--- src/rtl/v6_peak_detector_if.sv ---
// Sample-stream and event bus between the trapezoidal filter, the peak detector
// and the histogram/readout logic.
interface v6_peak_detector_if #(
  parameter int unsigned DATA_W = 16,
  parameter int unsigned TS_W   = 32,
  parameter int unsigned WID_W  = 16
);
  logic signed [DATA_W-1:0] in_data;
  logic                     in_valid;
  logic signed [DATA_W-1:0] threshold;
  logic signed [DATA_W-1:0] peak_data;
  logic [TS_W-1:0]          peak_time;
  logic [WID_W-1:0]         peak_width;
  logic                     peak_pileup;
  logic                     peak_valid;
  logic                     busy;

  modport master (
    output in_data, in_valid, threshold,
    input  peak_data, peak_time, peak_width, peak_pileup, peak_valid, busy
  );

  modport slave (
    input  in_data, in_valid, threshold,
    output peak_data, peak_time, peak_width, peak_pileup, peak_valid, busy
  );
endinterface

--- src/rtl/v6_peak_detector.sv ---
// Threshold-crossing pulse detector: reports flat-top maximum, its timestamp,
// pulse width and pile-up flag once per qualified pulse.
module v6_peak_detector #(
  parameter int unsigned DATA_W    = 16,
  parameter int unsigned TS_W      = 32,
  parameter int unsigned WID_W     = 16,
  parameter int unsigned MIN_WIDTH = 4,
  parameter int unsigned MAX_WIDTH = 64,
  parameter int unsigned HOLDOFF   = 8
) (
  input  logic               clk,
  input  logic               reset,
  v6_peak_detector_if.slave  bus
);

  localparam int unsigned HCNT_W = (HOLDOFF > 0) ? $clog2(HOLDOFF + 1) : 1;

  typedef enum logic [1:0] {
    IDLE  = 2'd0,
    ARMED = 2'd1,
    HOLD  = 2'd2
  } state_t;

  state_t                   state_q, state_d;
  logic [TS_W-1:0]          ts_q, ts_d;
  logic signed [DATA_W-1:0] max_q, max_d;
  logic [TS_W-1:0]          max_ts_q, max_ts_d;
  logic [WID_W-1:0]         width_q, width_d;
  logic [HCNT_W-1:0]        hcnt_q, hcnt_d;
  logic signed [DATA_W-1:0] peak_data_q, peak_data_d;
  logic [TS_W-1:0]          peak_time_q, peak_time_d;
  logic [WID_W-1:0]         peak_width_q, peak_width_d;
  logic                     peak_pileup_q, peak_pileup_d;
  logic                     peak_valid_q, peak_valid_d;
  logic                     busy_q, busy_d;
  logic                     above_c;

  assign above_c = bus.in_data > bus.threshold;

  // Next-state and event capture; every register holds while in_valid is low.
  always_comb begin
    state_d       = state_q;
    ts_d          = ts_q;
    max_d         = max_q;
    max_ts_d      = max_ts_q;
    width_d       = width_q;
    hcnt_d        = hcnt_q;
    peak_data_d   = peak_data_q;
    peak_time_d   = peak_time_q;
    peak_width_d  = peak_width_q;
    peak_pileup_d = peak_pileup_q;
    peak_valid_d  = 1'b0;

    if (bus.in_valid) begin
      ts_d = ts_q + TS_W'(1);
      unique case (state_q)
        IDLE: begin
          if (above_c) begin
            state_d  = ARMED;
            max_d    = bus.in_data;
            max_ts_d = ts_q;
            width_d  = WID_W'(1);
          end
        end
        ARMED: begin
          if (above_c) begin
            if (width_q != '1) width_d = width_q + WID_W'(1);
            // Strict compare keeps the earliest sample of a flat top.
            if (bus.in_data > max_q) begin
              max_d    = bus.in_data;
              max_ts_d = ts_q;
            end
          end else begin
            if (32'(width_q) >= MIN_WIDTH) begin
              peak_data_d   = max_q;
              peak_time_d   = max_ts_q;
              peak_width_d  = width_q;
              peak_pileup_d = 32'(width_q) > MAX_WIDTH;
              peak_valid_d  = 1'b1;
            end
            if (HOLDOFF == 0) begin
              state_d = IDLE;
            end else begin
              state_d = HOLD;
              hcnt_d  = HCNT_W'(HOLDOFF);
            end
          end
        end
        HOLD: begin
          hcnt_d = hcnt_q - HCNT_W'(1);
          if (hcnt_q == HCNT_W'(1)) state_d = IDLE;
        end
        default: state_d = IDLE;
      endcase
    end

    busy_d = (state_d != IDLE);
  end

  always_ff @(posedge clk) begin
    if (reset) begin
      state_q       <= IDLE;
      ts_q          <= '0;
      max_q         <= '0;
      max_ts_q      <= '0;
      width_q       <= '0;
      hcnt_q        <= '0;
      peak_data_q   <= '0;
      peak_time_q   <= '0;
      peak_width_q  <= '0;
      peak_pileup_q <= 1'b0;
      peak_valid_q  <= 1'b0;
      busy_q        <= 1'b0;
    end else begin
      state_q       <= state_d;
      ts_q          <= ts_d;
      max_q         <= max_d;
      max_ts_q      <= max_ts_d;
      width_q       <= width_d;
      hcnt_q        <= hcnt_d;
      peak_data_q   <= peak_data_d;
      peak_time_q   <= peak_time_d;
      peak_width_q  <= peak_width_d;
      peak_pileup_q <= peak_pileup_d;
      peak_valid_q  <= peak_valid_d;
      busy_q        <= busy_d;
    end
  end

  assign bus.peak_data   = peak_data_q;
  assign bus.peak_time   = peak_time_q;
  assign bus.peak_width  = peak_width_q;
  assign bus.peak_pileup = peak_pileup_q;
  assign bus.peak_valid  = peak_valid_q;
  assign bus.busy        = busy_q;

endmodule

--- src/flat_wrapper.sv ---
// flat-port wrapper written by rule: the top's interface ports become plain ports
module v6_peak_detector_flat 
#(
  parameter int unsigned DATA_W    = 16,
  parameter int unsigned TS_W      = 32,
  parameter int unsigned WID_W     = 16,
  parameter int unsigned MIN_WIDTH = 4,
  parameter int unsigned MAX_WIDTH = 64,
  parameter int unsigned HOLDOFF   = 8
)
  (clk, reset, bus_in_data, bus_in_valid, bus_threshold, bus_peak_data, bus_peak_time, bus_peak_width, bus_peak_pileup, bus_peak_valid, bus_busy);
  v6_peak_detector_if #(.DATA_W(DATA_W), .TS_W(TS_W), .WID_W(WID_W)) bus_i ();
  input  logic clk;
  input  logic reset;
  input wire logic [$bits(bus_i.in_data)-1:0] bus_in_data;
  input wire logic [$bits(bus_i.in_valid)-1:0] bus_in_valid;
  input wire logic [$bits(bus_i.threshold)-1:0] bus_threshold;
  output wire logic [$bits(bus_i.peak_data)-1:0] bus_peak_data;
  output wire logic [$bits(bus_i.peak_time)-1:0] bus_peak_time;
  output wire logic [$bits(bus_i.peak_width)-1:0] bus_peak_width;
  output wire logic [$bits(bus_i.peak_pileup)-1:0] bus_peak_pileup;
  output wire logic [$bits(bus_i.peak_valid)-1:0] bus_peak_valid;
  output wire logic [$bits(bus_i.busy)-1:0] bus_busy;
  assign bus_i.in_data = bus_in_data;
  assign bus_i.in_valid = bus_in_valid;
  assign bus_i.threshold = bus_threshold;
  assign bus_peak_data = bus_i.peak_data;
  assign bus_peak_time = bus_i.peak_time;
  assign bus_peak_width = bus_i.peak_width;
  assign bus_peak_pileup = bus_i.peak_pileup;
  assign bus_peak_valid = bus_i.peak_valid;
  assign bus_busy = bus_i.busy;
  v6_peak_detector #(.DATA_W(DATA_W), .TS_W(TS_W), .WID_W(WID_W), .MIN_WIDTH(MIN_WIDTH), .MAX_WIDTH(MAX_WIDTH), .HOLDOFF(HOLDOFF)) u_core (.clk(clk), .reset(reset), .bus(bus_i));
endmodule
--- config.mk ---
export PLATFORM = sky130hd
export DESIGN_NAME = v6_peak_detector_flat
export DESIGN_NICKNAME = d
export VERILOG_FILES = /design/src/rtl/v6_peak_detector_if.sv /design/src/rtl/v6_peak_detector.sv /design/src/flat_wrapper.sv
export SDC_FILE = /design/constraint.sdc
export NUM_CORES = 1
export LEC_CHECK = 0
export CAP_MARGIN = 5
export CORE_MARGIN = 1.5
export CORE_UTILIZATION = 30
export DETAILED_ROUTE_END_ITERATION = 8
export DONT_BUFFER_PORTS = 1
export PLACE_DENSITY = 0.49
export SLEW_MARGIN = 20
export SYNTH_ARGS = -nofsm -noshare
export SYNTH_HDL_FRONTEND = slang
export SYNTH_SLANG_ARGS = --single-unit
--- constraint.sdc ---
create_clock -name clk -period 5.15 [get_ports clk]
set_input_delay 1.03 -clock clk [delete_from_list [all_inputs] [get_ports clk]]
set_output_delay 1.03 -clock clk [all_outputs]
set_load 0.03 [all_outputs]
==> flow_metrics.tcl, run 1 <==
set metrics [dict create \
    outcome "finished clean" \
    syn_area_sq_um 7970 \
    power_mw 2.83 \
    synth_top_family_by_area "simple AND/OR/NAND/NOR gates" \
    antenna_found_initial 0 \
    firstDrtPassIters 4 \
    seq_area_frac_synth_pct 42.5 \
    track_usage_pct 13.3 \
    clock_sinks 169 \
    clkTransAtPathRegs_ns 0.07 \
    finalNetCount 914 \
    async_flop_share_pct 0 \
    fin_area_sq_um 8830 \
    synthMuxAreaShare_pct 12.9 \
    syn_nets 932 \
    ys_types 57 \
    drc_errors 0 \
    wire_per_inst_microns 15.1 \
    endpoint_kind "flop" \
    drt-total-wl_microns 18000 \
    timing.hold.ws_ns 0.473 \
    synth_xor_area_share_pct 3.74 \
    vias 5724 \
    rr_startpoint "u_core.max_q[15]" \
    placementRows 59 \
    ctsHoldBuffers 0 \
    min_period_over_period_pct 69.3 \
    drt_iter0_markers 280 \
    cpLargestDelayFamily "simple AND/OR/NAND/NOR gates" \
    synth_top_area_cell "dfxtp_1" \
    hpwlAfterDp_microns 12300 \
    place_area_sq_um 8240 \
    worst_skew_pair.late_latency_ns 0.43 \
    slowest_stage "and3_2" \
    cp-startpoint "bus_threshold[15]" \
    cts-htree-levels 4 \
    final_cell_mix "dfxtp_1 (169), nor2_1 (108), mux2i_1 (100)" \
    grt_setup_unrepaired "no" \
    crit_cells 10 \
    grt_util_met1_pct 17.1 \
    use_met3_pct 3.72 \
    crit_chain "inv_1, ha_1, nand4_2, nor2_1, a221o_1, nor3_2, mux2_4, and3_2, buf_4, mux2i_1" \
    synth_compound_area_share_pct 9.14 \
    ant_nets 0 \
    maxCapViolCount 0 \
    tns_ns 0 \
    cts_buffer_depth 2 \
    ir_drop_uv 163 \
    fillers 2703 \
    syn_area_per_cell_sq_um 9.26 \
    ys_ff_latch 169 \
    multi_input_area_sq_um 4200 \
    cts_made_buffers 17 \
    ys.flop_type "dfxtp_1" \
    rr_worst_depth 9 \
    setup_slack_ns 1.58 \
    start_util_pct 30.6 \
    post_cts_buffers 0 \
    grt_overflow_total 0 \
    required_ns 5.50 \
    tightest_slew_ns 1.11 \
    top_usage_layer "met2" \
    drv_slew 0 \
    finalWeightedCongestion 0.790 \
    hold_viol_final 0 \
    synth_top_area_share_pct 42.5 \
    core_area_sq_um 26100 \
    setup-violations-final 0 \
    first_global_vias 5548 \
    num_antenna_cells 0 \
    clock-root-buffer "clkbuf_16" \
    grtUsageMet2_pct 21.8 \
    drive_above_1_share_pct 6.78 \
    endpoint "u_core.max_ts_q[1]" \
    fin_skew_ns 0.0154 \
    synth_edf_count 0 \
    grt_pass1_wl_microns 29700 \
    crit_arrival_ns 3.92 \
    dieArea_sq_um 27500 \
    yosys.area_share.simple_pct 20.9 \
    fin_crit_ns 3.57 \
    dp_slack_ns 1.11 \
    start_kind "input port" \
    grt_max_degree 190 \
    rr_endpoint "u_core.max_ts_q[1]" \
    synthAdderAreaFrac_pct 5.81 \
    cts-resized-gates 0 \
    areaGrowthSynthToFinish_pct 10.9 \
    die_w_microns 166 \
    syn_inst 860 \
    die_h_microns 166 \
    cts_tree "built" \
    slowest_delay_ns 0.61 \
    path_buf_inv 2 \
    synth_warnings 0 \
    crit_type "input port to flop" \
    p_leak_nw 3.01 \
    ios 102 \
    hold_path.class "flop to flop" \
    final_common_cell "dfxtp_1" \
    numPortBuffers 0 \
    regArea_sq_um 3380 \
    fmax_mhz 280 \
    power_density_nw_per_um2 320 \
    synthTopCellsByArea "dfxtp_1 (42%), mux2i_1 (13%), ha_1 (5.8%)" \
    reg2reg_slack_ns 2.06 \
    slew_headroom_pct 25.0 \
    crit_fanout 32 \
    viasPerCell 4.81 \
]
cell families (layout without fill, tap and decap cells):
logic type	after synthesis	after routing
compound gates	111	111
xor+xnor	34	34
fa+ha+maj	37	37
buf+inv	89	84
flops	169	169
mux	102	102
simple gates	318	318
worst min-delay path by stage:
stage / start / to / slack, ns / cells past startpoint
6_report: u_core.max_ts_q[22] / u_core.max_ts_q[22] / 0.47 / 2
5_1_grt: u_core.max_ts_q[16] / u_core.max_ts_q[16] / 0.49 / 2
4_1_cts: u_core.max_ts_q[13] / u_core.max_ts_q[13] / 0.48 / 2
3_5_place_dp: u_core.max_ts_q[27] / u_core.max_ts_q[27] / 0.46 / 2
3_3_place_gp: u_core.max_ts_q[12] / u_core.max_ts_q[12] / 0.46 / 2
2_1_floorplan: u_core.max_ts_q[0] / u_core.max_ts_q[0] / 0.45 / 2
sequential cells by signal, indices dropped and copies added (netlist names):
register	flops
u_core.bus.peak_data	16
u_core.bus.peak_valid	1
u_core.hcnt_q	4
u_core.ts_q	32
u_core.max_ts_q	32
u_core.bus.peak_width	16
u_core.bus.peak_time	32
u_core.bus.peak_pileup	1
u_core.width_q	16
u_core.state_q	2
u_core.bus.busy	1
u_core.max_q	16
power breakdown:
part / switching (mW) / leakage, nW / internal (mW)
clock: 0.596 / 0.276 / 0.700
combinational: 0.107 / 1.37 / 0.0874
sequential: 0.0169 / 1.36 / 1.32
total: 0.719 / 3.01 / 2.11
worst min-delay path: stages, from the launching register on:
cell and delay, ns:
dfxtp_1 0.31, nand2b_1 0.06, mux2i_1 0.06
per-stage QoR:
step,utilization (%),cells
global placement,31.6,1158
finish,33.9,1190
detailed placement,31.6,1158
CTS,33.9,1190
floorplan,-,860
global route,33.9,1190
synthesized netlist by cell type (12+ instances only):
master and number:
clkbuf_1 33, inv_1 43, nor2_1 108, nand2_1 31, xor2_1 17, or3_1 12
a21oi_1 47, mux2i_1 101, nand3_1 23, ha_1 37, nand2b_1 69, a31o_1 12
dfxtp_1 169, xnor2_1 17, o21ai_0 16, nand4_1 31
area by class of cell:
class | instances | share of cell area [%]
clock buffer | 18 | 4.97
clock inverter | 14 | 1.76
inverter | 43 | 1.83
multi-input combinational | 602 | 47.5
sequential | 169 | 38.3
tap | 335 | 4.75
timing repair buffer | 9 | 0.907
metal layers:
layer | part of all wire (%) | wire [microns]
met1 | 48 | 8590
met2 | 47 | 8360
met3 | 4.1 | 743
met4 | 1.5 | 269
met5 | 0 | 0
(Power assumes the default switching activity.)
==> run 2, diff against run 1 <==
==> constraint.sdc (replaced) <==
create_clock -name clk -period 3.29 [get_ports clk]
set_input_delay 0.658 -clock clk [delete_from_list [all_inputs] [get_ports clk]]
set_output_delay 0.658 -clock clk [all_outputs]
set_load 0.03 [all_outputs]
==> run 2 against run 1 <==
Effect of this change: clock-buffer cell count grew 1; first-iteration DRC count rose by 3.9%; sequential power increased by 57%; register-to-register slack got worse by 1.5 ns; worst setup slack lost 0.99 ns; critical path type unchanged; design area rose by 0.51%; clock skew increased by 0.010 ns; global-route usage rose by 0.075 points.
==> flow_metrics.tcl, run 2 (synthesis gave the netlist of run 1 again) <==
set metrics [dict create \
    outcome "finished clean" \
    fmax_mhz 371 \
    finish.utilization_pct 34.1 \
    grt_setup_unrepaired "no" \
    cts-htree-levels 4 \
    placementRows 59 \
    track_usage_pct 13.4 \
    crit_type "input port to flop" \
    ctsHoldBuffers 0 \
    numPortBuffers 0 \
    grt_max_degree 190 \
    reg2reg_slack_ns 0.60 \
    clock-root-buffer "clkbuf_16" \
    wire_per_inst_microns 15.1 \
    die_w_microns 166 \
    first_global_vias 5591 \
    finalNetCount 914 \
    crit_fanout 7 \
    areaGrowthSynthToFinish_pct 11.4 \
    maxCapViolCount 0 \
    crit_arrival_ns 3.05 \
    clkTransAtPathRegs_ns 0.06 \
    tns_ns 0 \
    finalWeightedCongestion 0.787 \
    drt-total-wl_microns 18000 \
    endpoint "u_core.width_q[10]" \
    num_antenna_cells 0 \
    ir_drop_uv 289 \
    hold_viol_final 0 \
    cp-startpoint "bus_threshold[15]" \
    slowest_stage "or4b_1" \
    p_leak_nw 3.03 \
    final_cell_mix "dfxtp_1 (169), nor2_1 (108), mux2i_1 (100)" \
    drt_iter0_markers 291 \
    start_util_pct 30.6 \
    drc_errors 0 \
    die_h_microns 166 \
    clock_sinks 169 \
    power_density_nw_per_um2 511 \
    slew_headroom_pct 42.6 \
    grt_pass1_wl_microns 30000 \
    cts_buffer_depth 2 \
    fin_crit_ns 2.70 \
    ios 102 \
    rr_startpoint "u_core.max_q[15]" \
    viasPerCell 4.83 \
    post_cts_buffers 0 \
    fillers 2719 \
    ant_nets 0 \
    setup-violations-final 0 \
    drv_slew 0 \
    cts-resized-gates 0 \
    hpwlAfterDp_microns 12200 \
    final_common_cell "dfxtp_1" \
    slowest_delay_ns 0.47 \
    required_ns 3.64 \
    grt_overflow_total 0 \
    drive_above_1_share_pct 6.67 \
    timing.hold.ws_ns 0.303 \
    rr_endpoint "u_core.max_ts_q[30]" \
    start_kind "input port" \
    rr_worst_depth 9 \
    vias 5745 \
    hold_path.class "input port to flop" \
    core_area_sq_um 26100 \
    cts_made_buffers 17 \
    cts_tree "built" \
    power_mw 4.54 \
    fin_skew_ns 0.0257 \
    antenna_found_initial 0 \
    tightest_slew_ns 0.854 \
    dieArea_sq_um 27500 \
    firstDrtPassIters 4 \
    min_period_over_period_pct 82.0 \
    worst_skew_pair.late_latency_ns 0.43 \
    endpoint_kind "flop" \
    crit_chain "inv_1, ha_1, nand4_2, nor2_1, a221oi_1, nand4_1, and2_4, or4b_1, a21oi_1" \
]
run 2: report_power, final:
group	internal, mW	switching (mW)
Sequential	2.07	0.0253
Clock	1.25	0.882
Combinational	0.142	0.168
run 2: worst min path at each step:
stage	depth (start not counted)	from	slack (ns)	end
after floorplan	2	u_core.max_ts_q[0]	0.45	u_core.max_ts_q[0]
after global placement	2	u_core.max_ts_q[11]	0.46	u_core.max_ts_q[11]
after detailed placement	2	u_core.max_ts_q[11]	0.46	u_core.max_ts_q[11]
after CTS	1	reset	0.28	u_core.bus.peak_time[21]
after global routing	1	reset	0.28	u_core.bus.peak_time[12]
final	1	reset	0.30	u_core.bus.peak_time[12]
run 2: worst max-delay path, delay by kind of cell:
kind | cells | cell delay, ns
AND/OR/NAND/NOR | 5 | 1.41
buffers and inverters | 1 | 0.03
AO/OA/AOI/OAI | 2 | 0.58
adder cells (fa/ha/maj) | 1 | 0.37
run 2: area by class of cell:
| type | instances | area [sq um] | share of cell area [%] |
|---|---|---|---|
| multi-input cells | 602 | 4200 | 47.3 |
| flip-flops and latches | 169 | 3380 | 38.1 |
| clock buffers | 19 | 453 | 5.10 |
| well taps | 335 | 419 | 4.72 |
| clock inverters | 12 | 161 | 1.82 |
| inverters | 43 | 161 | 1.82 |
| repair buffers | 9 | 105 | 1.18 |
run 2: layer usage:
| layer | global-route usage [%] | vias to the layer above | wire [microns] |
|---|---|---|---|
| met2 | 22.2 | 105 | 8540 |
| met4 | 3.64 | 0 | 195 |
| met5 | 0 | - | 0 |
| li1 | - | 2954 | - |
| met3 | 3.22 | 12 | 740 |
| met1 | 17.3 | 2674 | 8510 |
run 2: stage by stage:
stage / std cells / area [sq um] / setup slack [ns]
after floorplan: 860 / 7970 / 0.431
after global placement: 1158 / 8260 / 0.219
after detailed placement: 1158 / 8260 / 0.175
after CTS: 1189 / 8880 / 0.597
after global routing: 1189 / 8880 / 0.349
final: 1189 / 8880 / 0.592
